[src/rtl/conv_pkg.sv]
// Shared types and constants for the ternary 5x5 convolution datapath and its sequencer.
package conv_pkg;
  typedef enum logic [1:0] {IDLE, RUN, DRAIN, DONE} state_e;

  localparam int LAT_DEF = 6;
  localparam int DIM_W   = 8;
  localparam int KERN_W  = 50;

  // Kernel tap encoding, 2-bit signed: +1, -1, 0.
  localparam logic [1:0] TAP_POS  = 2'b01;
  localparam logic [1:0] TAP_NEG  = 2'b11;
  localparam logic [1:0] TAP_ZERO = 2'b00;

  function automatic logic [1:0] tap_at(input logic [KERN_W-1:0] kern, input int idx);
    return kern[2*idx +: 2];
  endfunction
endpackage

[src/rtl/conv_window_sched_if.sv]
// Window request handshake towards the window buffer plus tagged result stream towards the writer.
interface conv_window_sched_if
  import conv_pkg::*;
  ();
  logic             win_valid;
  logic             win_ready;
  logic [DIM_W-1:0] win_row;
  logic [DIM_W-1:0] win_col;
  logic             res_valid;
  logic [DIM_W-1:0] res_row;
  logic [DIM_W-1:0] res_col;
  logic             res_last;

  modport master (
    output win_valid, win_row, win_col, res_valid, res_row, res_col, res_last,
    input  win_ready
  );
  modport slave (
    input  win_valid, win_row, win_col, res_valid, res_row, res_col, res_last,
    output win_ready
  );
endinterface

[src/rtl/conv_valid_pipe.sv]
// LAT-stage valid shift register tracking in-flight windows; synchronous flush drops all of them.
module conv_valid_pipe #(
  parameter int LAT = 6
) (
  input  logic clk,
  input  logic rst_n,
  input  logic flush,
  input  logic in_vld,
  output logic out_vld
);
  logic [LAT-1:0] stage_q, stage_d;

  always_comb begin
    stage_d = flush ? '0 : ((stage_q << 1) | LAT'(in_vld));
  end

  always_ff @(posedge clk or negedge rst_n) begin
    if (!rst_n) stage_q <= '0;
    else        stage_q <= stage_d;
  end

  assign out_vld = stage_q[LAT-1];
endmodule

[src/rtl/conv_window_sched.sv]
// Raster-order window sequencer for the ternary conv datapath: one window per handshake,
// results tagged LAT cycles later with coordinates and last; win_ready low holds the request.
module conv_window_sched
  import conv_pkg::*;
#(
  parameter int LAT = LAT_DEF
) (
  input  logic              clk,
  input  logic              rst_n,
  input  logic              start,
  input  logic              abort,
  input  logic [DIM_W-1:0]  cfg_out_w,
  input  logic [DIM_W-1:0]  cfg_out_h,
  input  logic [KERN_W-1:0] kernel_in,
  input  logic              kernel_we,
  output logic [KERN_W-1:0] kernel_out,
  output logic              busy,
  output logic              done,
  conv_window_sched_if.master win_if
);
  state_e            state_q, state_d;
  logic [KERN_W-1:0] kernel_q, kernel_d;
  logic [DIM_W-1:0]  cfg_w_q, cfg_w_d, cfg_h_q, cfg_h_d;
  logic [DIM_W-1:0]  win_row_q, win_row_d, win_col_q, win_col_d;
  logic [DIM_W-1:0]  res_row_q, res_row_d, res_col_q, res_col_d;
  logic              win_valid_q, win_valid_d;
  logic              busy_q, busy_d, done_q, done_d;
  logic              hs, flush, res_vld, res_last;
  logic              win_col_end, win_row_end, res_col_end;

  assign hs          = win_valid_q & win_if.win_ready;
  assign win_col_end = (win_col_q == cfg_w_q - DIM_W'(1));
  assign win_row_end = (win_row_q == cfg_h_q - DIM_W'(1));
  assign res_col_end = (res_col_q == cfg_w_q - DIM_W'(1));
  assign res_last    = res_vld & (res_row_q == cfg_h_q - DIM_W'(1)) & res_col_end;

  conv_valid_pipe #(.LAT(LAT)) u_valid_pipe (
    .clk    (clk),
    .rst_n  (rst_n),
    .flush  (flush),
    .in_vld (hs),
    .out_vld(res_vld)
  );

  always_comb begin
    state_d     = state_q;
    kernel_d    = kernel_q;
    cfg_w_d     = cfg_w_q;
    cfg_h_d     = cfg_h_q;
    win_row_d   = win_row_q;
    win_col_d   = win_col_q;
    res_row_d   = res_row_q;
    res_col_d   = res_col_q;
    win_valid_d = win_valid_q;
    busy_d      = busy_q;
    done_d      = 1'b0;
    flush       = 1'b0;

    // Results return in issue order, so a second raster counter recovers their coordinates.
    if (res_vld) begin
      if (res_col_end) begin
        res_col_d = '0;
        res_row_d = res_row_q + DIM_W'(1);
      end else begin
        res_col_d = res_col_q + DIM_W'(1);
      end
    end

    unique case (state_q)
      IDLE: begin
        if (kernel_we) kernel_d = kernel_in;
        if (start) begin
          cfg_w_d     = cfg_out_w;
          cfg_h_d     = cfg_out_h;
          win_row_d   = '0;
          win_col_d   = '0;
          res_row_d   = '0;
          res_col_d   = '0;
          busy_d      = 1'b1;
          win_valid_d = (cfg_out_w != '0) && (cfg_out_h != '0);
          state_d     = RUN;
        end
      end
      RUN: begin
        if (abort || cfg_w_q == '0 || cfg_h_q == '0) begin
          flush       = abort;
          win_valid_d = 1'b0;
          busy_d      = 1'b0;
          done_d      = 1'b1;
          state_d     = DONE;
        end else if (hs) begin
          if (win_col_end) begin
            win_col_d = '0;
            win_row_d = win_row_q + DIM_W'(1);
            if (win_row_end) begin
              win_valid_d = 1'b0;
              state_d     = DRAIN;
            end
          end else begin
            win_col_d = win_col_q + DIM_W'(1);
          end
        end
      end
      DRAIN: begin
        if (abort || res_last) begin
          flush   = abort;
          busy_d  = 1'b0;
          done_d  = 1'b1;
          state_d = DONE;
        end
      end
      DONE: state_d = IDLE;
      default: state_d = IDLE;
    endcase
  end

  always_ff @(posedge clk or negedge rst_n) begin
    if (!rst_n) begin
      state_q     <= IDLE;
      kernel_q    <= '0;
      cfg_w_q     <= '0;
      cfg_h_q     <= '0;
      win_row_q   <= '0;
      win_col_q   <= '0;
      res_row_q   <= '0;
      res_col_q   <= '0;
      win_valid_q <= 1'b0;
      busy_q      <= 1'b0;
      done_q      <= 1'b0;
    end else begin
      state_q     <= state_d;
      kernel_q    <= kernel_d;
      cfg_w_q     <= cfg_w_d;
      cfg_h_q     <= cfg_h_d;
      win_row_q   <= win_row_d;
      win_col_q   <= win_col_d;
      res_row_q   <= res_row_d;
      res_col_q   <= res_col_d;
      win_valid_q <= win_valid_d;
      busy_q      <= busy_d;
      done_q      <= done_d;
    end
  end

  assign kernel_out       = kernel_q;
  assign busy             = busy_q;
  assign done             = done_q;
  assign win_if.win_valid = win_valid_q;
  assign win_if.win_row   = win_row_q;
  assign win_if.win_col   = win_col_q;
  assign win_if.res_valid = res_vld;
  assign win_if.res_row   = res_row_q;
  assign win_if.res_col   = res_col_q;
  assign win_if.res_last  = res_last;
endmodule

[src/flat_wrapper.sv]
// flat-port wrapper written by rule: the top's interface ports become plain ports
module conv_window_sched_flat import conv_pkg::*;
#(
  parameter int LAT = LAT_DEF
)
  (clk, rst_n, start, abort, cfg_out_w, cfg_out_h, kernel_in, kernel_we, kernel_out, busy, done, win_if_win_valid, win_if_win_row, win_if_win_col, win_if_res_valid, win_if_res_row, win_if_res_col, win_if_res_last, win_if_win_ready);
  conv_window_sched_if win_if_i ();
  input  logic clk;
  input  logic rst_n;
  input  logic start;
  input  logic abort;
  input  logic [DIM_W-1:0] cfg_out_w;
  input  logic [DIM_W-1:0] cfg_out_h;
  input  logic [KERN_W-1:0] kernel_in;
  input  logic kernel_we;
  output logic [KERN_W-1:0] kernel_out;
  output logic busy;
  output logic done;
  output wire logic [$bits(win_if_i.win_valid)-1:0] win_if_win_valid;
  output wire logic [$bits(win_if_i.win_row)-1:0] win_if_win_row;
  output wire logic [$bits(win_if_i.win_col)-1:0] win_if_win_col;
  output wire logic [$bits(win_if_i.res_valid)-1:0] win_if_res_valid;
  output wire logic [$bits(win_if_i.res_row)-1:0] win_if_res_row;
  output wire logic [$bits(win_if_i.res_col)-1:0] win_if_res_col;
  output wire logic [$bits(win_if_i.res_last)-1:0] win_if_res_last;
  input wire logic [$bits(win_if_i.win_ready)-1:0] win_if_win_ready;
  assign win_if_win_valid = win_if_i.win_valid;
  assign win_if_win_row = win_if_i.win_row;
  assign win_if_win_col = win_if_i.win_col;
  assign win_if_res_valid = win_if_i.res_valid;
  assign win_if_res_row = win_if_i.res_row;
  assign win_if_res_col = win_if_i.res_col;
  assign win_if_res_last = win_if_i.res_last;
  assign win_if_i.win_ready = win_if_win_ready;
  conv_window_sched #(.LAT(LAT)) u_core (.clk(clk), .rst_n(rst_n), .start(start), .abort(abort), .cfg_out_w(cfg_out_w), .cfg_out_h(cfg_out_h), .kernel_in(kernel_in), .kernel_we(kernel_we), .kernel_out(kernel_out), .busy(busy), .done(done), .win_if(win_if_i));
endmodule
[config.mk]
export PLATFORM = sky130hd
export DESIGN_NAME = conv_window_sched_flat
export DESIGN_NICKNAME = d
export VERILOG_FILES = /design/src/rtl/conv_pkg.sv /design/src/rtl/conv_window_sched_if.sv /design/src/rtl/conv_valid_pipe.sv /design/src/rtl/conv_window_sched.sv /design/src/flat_wrapper.sv
export SDC_FILE = /design/constraint.sdc
export NUM_CORES = 1
export LEC_CHECK = 0
export ABC_AREA = 1
export BUFFER_PORTS_ARGS = -buffer_cell sky130_fd_sc_hd__buf_2
export CAP_MARGIN = 15
export CORE_ASPECT_RATIO = 0.5
export CORE_MARGIN = 3
export CORE_UTILIZATION = 45
export CTS_CLUSTER_DIAMETER = 150
export DETAILED_ROUTE_END_ITERATION = 6
export GPL_TIMING_DRIVEN = 0
export HOLD_SLACK_MARGIN = 0.02
export PLACE_DENSITY = 0.72
export SLEW_MARGIN = 10
export SYNTH_ARGS = -nofsm -noshare
export SYNTH_HDL_FRONTEND = slang
export SYNTH_HIERARCHICAL = 1
export SYNTH_SLANG_ARGS = --single-unit
export TNS_END_PERCENT = 1
[constraint.sdc]
create_clock -name clk -period 3.2 [get_ports clk]
set_input_delay 0.64 -clock clk [delete_from_list [all_inputs] [get_ports clk]]
set_output_delay 0.64 -clock clk [all_outputs]
set_load 0.005 [all_outputs]
# == After elaboration in Yosys (flattened, before gate mapping) ==
# Cells that the tools add are included.
# totals
reg_bits,109
latch_bits,0
mem_bits_rw,0
romBits,0
input_bits,72
out_inout_bits,87
elab_cells,97
mem_count,0
# op_classes
n_addsub,6
mul,0
n_div,0
order_cmp,0
eq_ne,16
shifts,0
n_mux,41
bitwise,4
n_reduce_logical,18
# op_table
operator,n
$mux W8,15
$add A8 B1 Y8 const B,4
$eq A8 B8 Y1,4
$pmux W8 S2,2
$logic_not A8 Y1,2
$reduce_bool A8 Y1,2
$sub A8 B1 Y8 const B,2
$reduce_and A5 Y1,3
$mux W1,12
$mux W2,6
$pmux W2 S4,1
$reduce_and A4 Y1,2
$mux W6,1
$ne A2 B1 Y1 const B,3
$ne A2 B2 Y1 const B,3
$ne A3 B1 Y1 const B,2
$or A6 B1 Y6,1
$pmux W1 S2,3
$eq A2 B2 Y1 const B,2
$reduce_and A2 Y1,2
$and A1 B1 Y1,3
$logic_or A1 B1 Y1,3
$ne A3 B2 Y1 const B,1
$pmux W1 S3,1
other kinds (5),5

# == Longest topological paths before layout ==
# Gate-level depths: netlist (run 1).
# depth
word_depth,8
ltp_mapped,15
depth_no_buf,15

# == Cells and area by module ==
# Netlist (run 1), hierarchy kept.
# modules_own_cells
mod,instances,cells_per_inst,area_each_um2,seq_area_each_um2
conv_window_sched,1,652,5591.6,2577.5
conv_valid_pipe,1,18,195.2,150.1

# == Worst setup path before layout (run 1) ==
# Ideal clock, no wire load.
# synth_timing
path_kind,register -> output
startpoint,reg u_core.cfg_h_q[0]
endpoint,out win_if_res_last
t_arrival_ps,1742
required_time_ps,2560
setup_slack_ps,818
path_stages_with_launch,11
path_buffers,0
cell_sequence,dfrtp_1 > inv_1 > ha_1 > nand2_1 > o21ai_0 > nand2_1 > nand2_1 > nand3_1 > nor4b_1 > nand2_1 > nor3_1
# synth_via
elab_chain_len,4
# synth_rtl
item,line,rtl
start: declaration,conv_window_sched.sv:23,"logic [DIM_W-1:0] cfg_w_q, cfg_w_d, cfg_h_q, cfg_h_d;"
start signal: assignment,conv_window_sched.sv:134,cfg_h_q <= cfg_h_d;
$sub A8 B1 Y8,conv_window_sched.sv:35,assign res_last = res_vld & (res_row_q == cfg_h_q - DIM_W'(1)) & res_col_end;
$eq A8 B8 Y1,conv_window_sched.sv:35,
$and A1 B1 Y1 (2 in series),conv_window_sched.sv:35,
end: declaration,flat_wrapper.sv:25,output wire logic [$bits(win_if_i.res_last)-1:0] win_if_res_last;
# No other way between the ends.

# == Final worst setup path (run 1) ==
# Same ends and word-level chain as after synthesis.

==> results.sh, run 1 <==
export IMPL_status="finished, final reports clean"
export IMPL_synth_top_area_share_pct=47.1
export IMPL_ant_nets=0
export IMPL_drc_errors=0
export IMPL_powerDensity_nw_per_um2=899
export IMPL_placed_area_sq_um=6820
export IMPL_root_buffer="clkbuf_16"
export IMPL_period_minus_slack_ns=2.96
export IMPL_critPathTopFamily="simple AND/OR/NAND/NOR gates"
export IMPL_yosysSeqAreaShare_pct=47.1
export IMPL_vias=5087
export IMPL_min_path_type="primary input to async pin"
export IMPL_clk_latency_ns=0.35
export IMPL_p_leak_uw=0.00374
export IMPL_die_y_um=86.2
export IMPL_cp_cell_sequence="inv_2 > ha_4 > nand2_1 > o21ai_1 > nand2_1 > nand2_1 > nand3_1 > nor4b_1 > nand2_1 > nor3_2 > buf_2"
export IMPL_routed_wl_mm=14.7
export IMPL_syn_area_per_cell_sq_um=8.64
export IMPL_critPathMaxFanout=7
export IMPL_tritoncts="done"
export IMPL_fin_crit_sh_pct=92.5
export IMPL_synthesis_nets=754
export IMPL_max_cap_violations=0
export IMPL_worst_slew_pin_slew_ns=0.570
export IMPL_coreArea_sq_um=12200
export IMPL_timing_setup_tns_ns=0
export IMPL_critPathSlowestCell="dfrtp_2"
export IMPL_slew_headroom_pct=62.0
export IMPL_clkTransAtPathRegs_ns=0.07
export IMPL_final_common_cell="buf_2"
export IMPL_yosysTopAreaCell="dfrtp_1"
export IMPL_die_area_sq_um=14300
export IMPL_report_final_setup_viol=0
export IMPL_avgViaCountPerCell=5.04
export IMPL_drive_above_1_share_pct=30.2
export IMPL_crit_buf_inv=2
export IMPL_numClockSinks=109
export IMPL_antenna_found_initial=0
export IMPL_grtUsageTotal_pct=20.7
export IMPL_max_vdd_ir_drop_mv=0.421
export IMPL_routedWlPerCell_um=14.5
export IMPL_worstPathArrival_ns=2.32
export IMPL_drv_slew=0
export IMPL_synth_edf_count=0
export IMPL_hold_violations=0
export IMPL_startpoint_type="flop"
export IMPL_cp_common_cell="nand2_1"
export IMPL_fin_area_sq_um=7170
export IMPL_netlist_instances=670
export IMPL_cpPeakStageDelay_ns=0.46
export IMPL_r2r_slack_ns=0.74
export IMPL_fp_dieW_um=166
export IMPL_synth_seq_cells=109
export IMPL_finalClockSkew_ns=0.00787
export IMPL_grt_pass1_wl_mm=24.3
export IMPL_nNetsFinal=925
export IMPL_rsz0062_at_grt="false"
export IMPL_grt_pass1_vias=5046
export IMPL_required_ns=2.56
export IMPL_grt_overflow_total=0
export IMPL_row_count=28
export IMPL_worst_setup_path_type="flop to output port"
export IMPL_gp_congestion=0.938
export IMPL_max_freq_mhz=338
export IMPL_start_util_pct=47.5
export IMPL_yosysWarningCount=6
export IMPL_hpwl_mm=11.4
export IMPL_io_buffers=158
export IMPL_synthTopCellsByArea="dfrtp_1 47%, mux2_2 9.7%, nand2_1 9.2%"
export IMPL_syn2layout_area_growth_pct=23.8
export IMPL_diodes=0
export IMPL_postCtsHoldBufs=0
export IMPL_htreeDepth=3
export IMPL_final_cell_mix="157 x buf_2, 142 x nand2_1, 107 x dfrtp_1"
export IMPL_ios=159
export IMPL_end_kind="output port"
export IMPL_cts_buffer_depth=2
export IMPL_async_flop_share_pct=100
export IMPL_synth_cell_types=35
export IMPL_netlist_area_sq_um=5790
export IMPL_cts_buffers=9
export IMPL_synth_flop_cell="dfrtp_1"
export IMPL_grt_max_degree=92
export IMPL_drt_first_pass_iters=5
export IMPL_drt_iter0_markers=337
==> cell usage after synthesis (2+ instances only) <==
master and n:
nand4_1 24, buf_1 5, o221ai_1 2, inv_2 2
nand2_2 7, inv_1 103, nor2_1 46, o31ai_1 4
xnor2_1 3, xor2_1 19, nor3_1 12, nand2_1 142
dfrtp_1 109, nand3_2 3, o211ai_1 2, o21ai_0 40
o21a_1 2, nand3_1 51, mux2_2 50, or2_2 2
clkbuf_1 5, a21oi_1 10, ha_1 12, nor2_2 2
o21ai_1 3
==> state kept, by name (all words and copies together), names as in the netlist, 6 cells and up <==
register                     count
u_core/cfg_h_q                   8
u_core/cfg_w_q                   8
u_core/kernel_out               50
u_core/u_valid_pipe/stage_q      6
u_core/win_if.res_col            8
u_core/win_if.res_row            8
u_core/win_if.win_col            8
u_core/win_if.win_row            8
==> per-layer routing <==
| layer | GRT usage (%) | share of wire [%] |
|---|---|---|
| met2 | 34.8 | 47 |
| met1 | 27.2 | 44 |
| met4 | 4.04 | 0.76 |
| met5 | 0 | 0 |
| met3 | 6.33 | 9.1 |
==> final timing paths <==
| check | start | end | cells after the start |
|---|---|---|---|
| max | u_core/cfg_h_q[0] | win_if_res_last | 11 |
| min | rst_n | u_core/win_if.res_col[4] | 1 |
| max reg2reg | u_core/state_q[1] | u_core/win_if.win_row[3] | 12 |
| min reg2reg | u_core/u_valid_pipe/stage_q[3] | u_core/u_valid_pipe/stage_q[4] | 2 |
| max in group asynchronous | rst_n | u_core/cfg_h_q[0] | 2 |
| min in group clk | u_core/u_valid_pipe/stage_q[3] | u_core/u_valid_pipe/stage_q[4] | 2 |
==> through the flow <==
stage                     cells  total power, uW  utilization [%]  hold slack (ns)  worst slack (ns)
after floorplan             670             4180                -            0.344             0.818
after global placement      993             5110             55.6            0.441             0.221
after detailed placement    994             5210             55.9            0.450             0.308
after CTS                  1009             6410             58.4            0.120            0.0267
after global routing       1010             6980             58.8            0.128            0.0229
final                      1010             6440             58.8            0.125             0.240
==> power by group <==
part | internal [uW] | switching [uW] | total, uW
Sequential | 1910 | 394 | 2300
Combinational | 1280 | 1690 | 2970
Clock | 622 | 542 | 1160
==> layout make-up <==
type / instances / area (sq um)
flip-flops and latches: 109 / 2730
well taps: 165 / 206
multi-input cells: 444 / 2630
plain buffers: 12 / 62.6
inverters: 105 / 397
clock buffers: 9 / 225
clock inverters: 6 / 80.1
fillers: 1104 / 5030
repair buffers: 160 / 832
==> kinds of logic (layout without fill, tap and decap cells) <==
group | count (synthesis) | in the layout | share of synthesized area [%]
buffers and inverters | 117 | 292 | 7.89
and+or+nand+nor | 294 | 294 | 22.8
AOI/OAI and AO/OA | 66 | 66 | 6.53
xor gates and xnor gates | 22 | 22 | 3.33
muxes | 50 | 50 | 9.73
adders and majority gates | 12 | 12 | 2.59
DFF | 109 | 109 | 47.1
==> timing repair <==
action,in CTS,in global routing
setup buffers,0,1
pin swaps,0,1
endpoints found under the setup margin,1,1
resized for setup,3,7
Power figures use the tool's default switching activity.
==> run 2: changes to the inputs <==
--- a/config.mk
+++ b/config.mk
@@ -6,7 +6,7 @@
 export NUM_CORES = 1
 export LEC_CHECK = 0
 export ABC_AREA = 1
-export BUFFER_PORTS_ARGS = -buffer_cell sky130_fd_sc_hd__buf_2
+export BUFFER_PORTS_ARGS = -buffer_cell sky130_fd_sc_hd__buf_4
 export CAP_MARGIN = 15
 export CORE_ASPECT_RATIO = 0.5
 export CORE_MARGIN = 3
==> results.sh, run 2 (synthesis gave the netlist of run 1 again) <==
export IMPL_status="finished, final reports clean"
export IMPL_final_cell_mix="160 x buf_4, 142 x nand2_1, 107 x dfrtp_1"
export IMPL_grt_overflow_total=0
export IMPL_start_util_pct=47.5
export IMPL_tritoncts="done"
export IMPL_internal_power_uw=3940
export IMPL_grt_max_degree=110
export IMPL_cp_cell_sequence="inv_4 > ha_2 > nand2_1 > inv_1 > nor2_1 > nand3_1 > nor3b_2 > nand2_1 > nor2_1 > nand4_1 > nor3_2 > buf_4"
export IMPL_hpwl_mm=11.7
export IMPL_area_sequential_sq_um=2730
export IMPL_root_buffer="clkbuf_16"
export IMPL_crit_path_start="u_core/cfg_w_q[0]"
export IMPL_max_vdd_ir_drop_mv=0.437
export IMPL_die_area_sq_um=14300
export IMPL_swShare_pct=40.2
export IMPL_ant_nets=0
export IMPL_grtUsageTotal_pct=20.9
export IMPL_place_ws_ns=0.313
export IMPL_rr_startpoint="u_core/state_q[1]"
export IMPL_finalClockSkew_ns=0.00953
export IMPL_drv_slew=0
export IMPL_fin_total_pwr_uw=6590
export IMPL_routedWlPerCell_um=14.9
export IMPL_worst_slew_pin_slew_ns=1.01
export IMPL_pwr_share_seq_pct=35.2
export IMPL_avgViaCountPerCell=5.05
export IMPL_period_minus_slack_ns=3.02
export IMPL_min_path_type="primary input to async pin"
export IMPL_io_buffers=158
export IMPL_required_ns=2.56
export IMPL_routed_wl_mm=15.1
export IMPL_drc_errors=0
export IMPL_cts_buffers=9
export IMPL_row_count=28
export IMPL_startpoint_type="flop"
export IMPL_clock_power_share_pct=16.4
export IMPL_nNetsFinal=926
export IMPL_critPathTopFamily="simple AND/OR/NAND/NOR gates"
export IMPL_pwr_share_comb_pct=48.4
export IMPL_coreArea_sq_um=12200
export IMPL_drive_above_1_share_pct=30.2
export IMPL_cpPeakStageDelay_ns=0.46
export IMPL_fin_ws_ns=0.180
export IMPL_drt_iter0_markers=299
export IMPL_htreeDepth=3
export IMPL_clkTransAtPathRegs_ns=0.08
export IMPL_grt_pass1_wl_mm=24.4
export IMPL_drt_first_pass_iters=5
export IMPL_max_freq_mhz=331
export IMPL_grt_pass1_vias=5090
export IMPL_critPathMaxFanout=8
export IMPL_die_y_um=86.2
export IMPL_critPathSlowestCell="dfrtp_2"
export IMPL_powerDensity_nw_per_um2=878
export IMPL_max_cap_violations=0
export IMPL_fp_dieW_um=166
export IMPL_p_sw_uw=2650
export IMPL_gp_congestion=0.927
export IMPL_numClockSinks=109
export IMPL_fillers=1098
export IMPL_multiInputGateArea_sq_um=2610
export IMPL_diodes=0
export IMPL_end_kind="output port"
export IMPL_antenna_found_initial=0
export IMPL_crit_buf_inv=3
export IMPL_largest_reg_flops=50
export IMPL_timing_setup_tns_ns=0
export IMPL_rsz0062_at_grt="false"
export IMPL_ios=159
export IMPL_cts_buffer_depth=2
export IMPL_worst_setup_path_type="flop to output port"
export IMPL_final_common_cell="buf_4"
export IMPL_p_leak_uw=0.00383
export IMPL_fin_crit_sh_pct=94.4
export IMPL_worstPathArrival_ns=2.38
export IMPL_clk_latency_ns=0.34
export IMPL_slew_headroom_pct=32.6
export IMPL_hold_violations=0
export IMPL_vias=5111
export IMPL_report_final_setup_viol=0
export IMPL_syn2layout_area_growth_pct=29.8
## run 2: stage by stage
step                      std cells  hold WS, ns  area (sq um)  utilization (%)
after floorplan                 670        0.344          5790                -
after global placement          993        0.448          7180             58.9
after detailed placement        993        0.455          7180             58.9
after CTS                      1009        0.473          7470             61.3
after global routing           1012        0.493          7510             61.6
final                          1012        0.414          7510             61.6
## run 2: power by group through the flow
stage	clock, uW	sequential, uW	combinational [uW]
after CTS	1120	2320	3170
after global routing	1160	2390	3570
after detailed placement	0	2330	3140
final	1080	2320	3190
after floorplan	0	2290	1890
after global placement	0	2310	3070
## run 2: what timing repair did
action / in CTS / in global routing
setup buffers: 0 / 3
setup endpoints to repair: 1 / 1
pin swaps: 0 / 1
gates resized for setup: 3 / 6
hold buffers: 0 / 0
## run 2: cell type report
cell class	instances	share of cell area [%]
Buffer	12	0.833
Clock buffer	10	3.05
Clock inverter	6	0.783
Inverter	105	5.28
Multi-Input combinational cell	444	34.8
Sequential cell	109	36.4
Tap cell	165	2.75
Timing Repair Buffer	161	16.1
## run 2: worst paths after layout
path                                                  endpoint  slack, ns  depth (start not counted)
worst max-delay path                           win_if_res_last       0.18                         12
worst min-delay path                  u_core/win_if.res_row[5]       0.41                          1
worst max register to register        u_core/win_if.win_row[0]       0.75                         12
worst min register to register  u_core/u_valid_pipe/stage_q[2]       0.47                          2
max in group asynchronous                    u_core/cfg_w_q[0]       2.07                          1
min in group clk                u_core/u_valid_pipe/stage_q[2]       0.47                          2
## run 2: layer usage
layer / wire length (um) / global-route usage [%]
met4: 128 / 3.59
met5: 0 / 0
met1: 6660 / 27.5
met2: 6960 / 34.8
met3: 1330 / 6.83
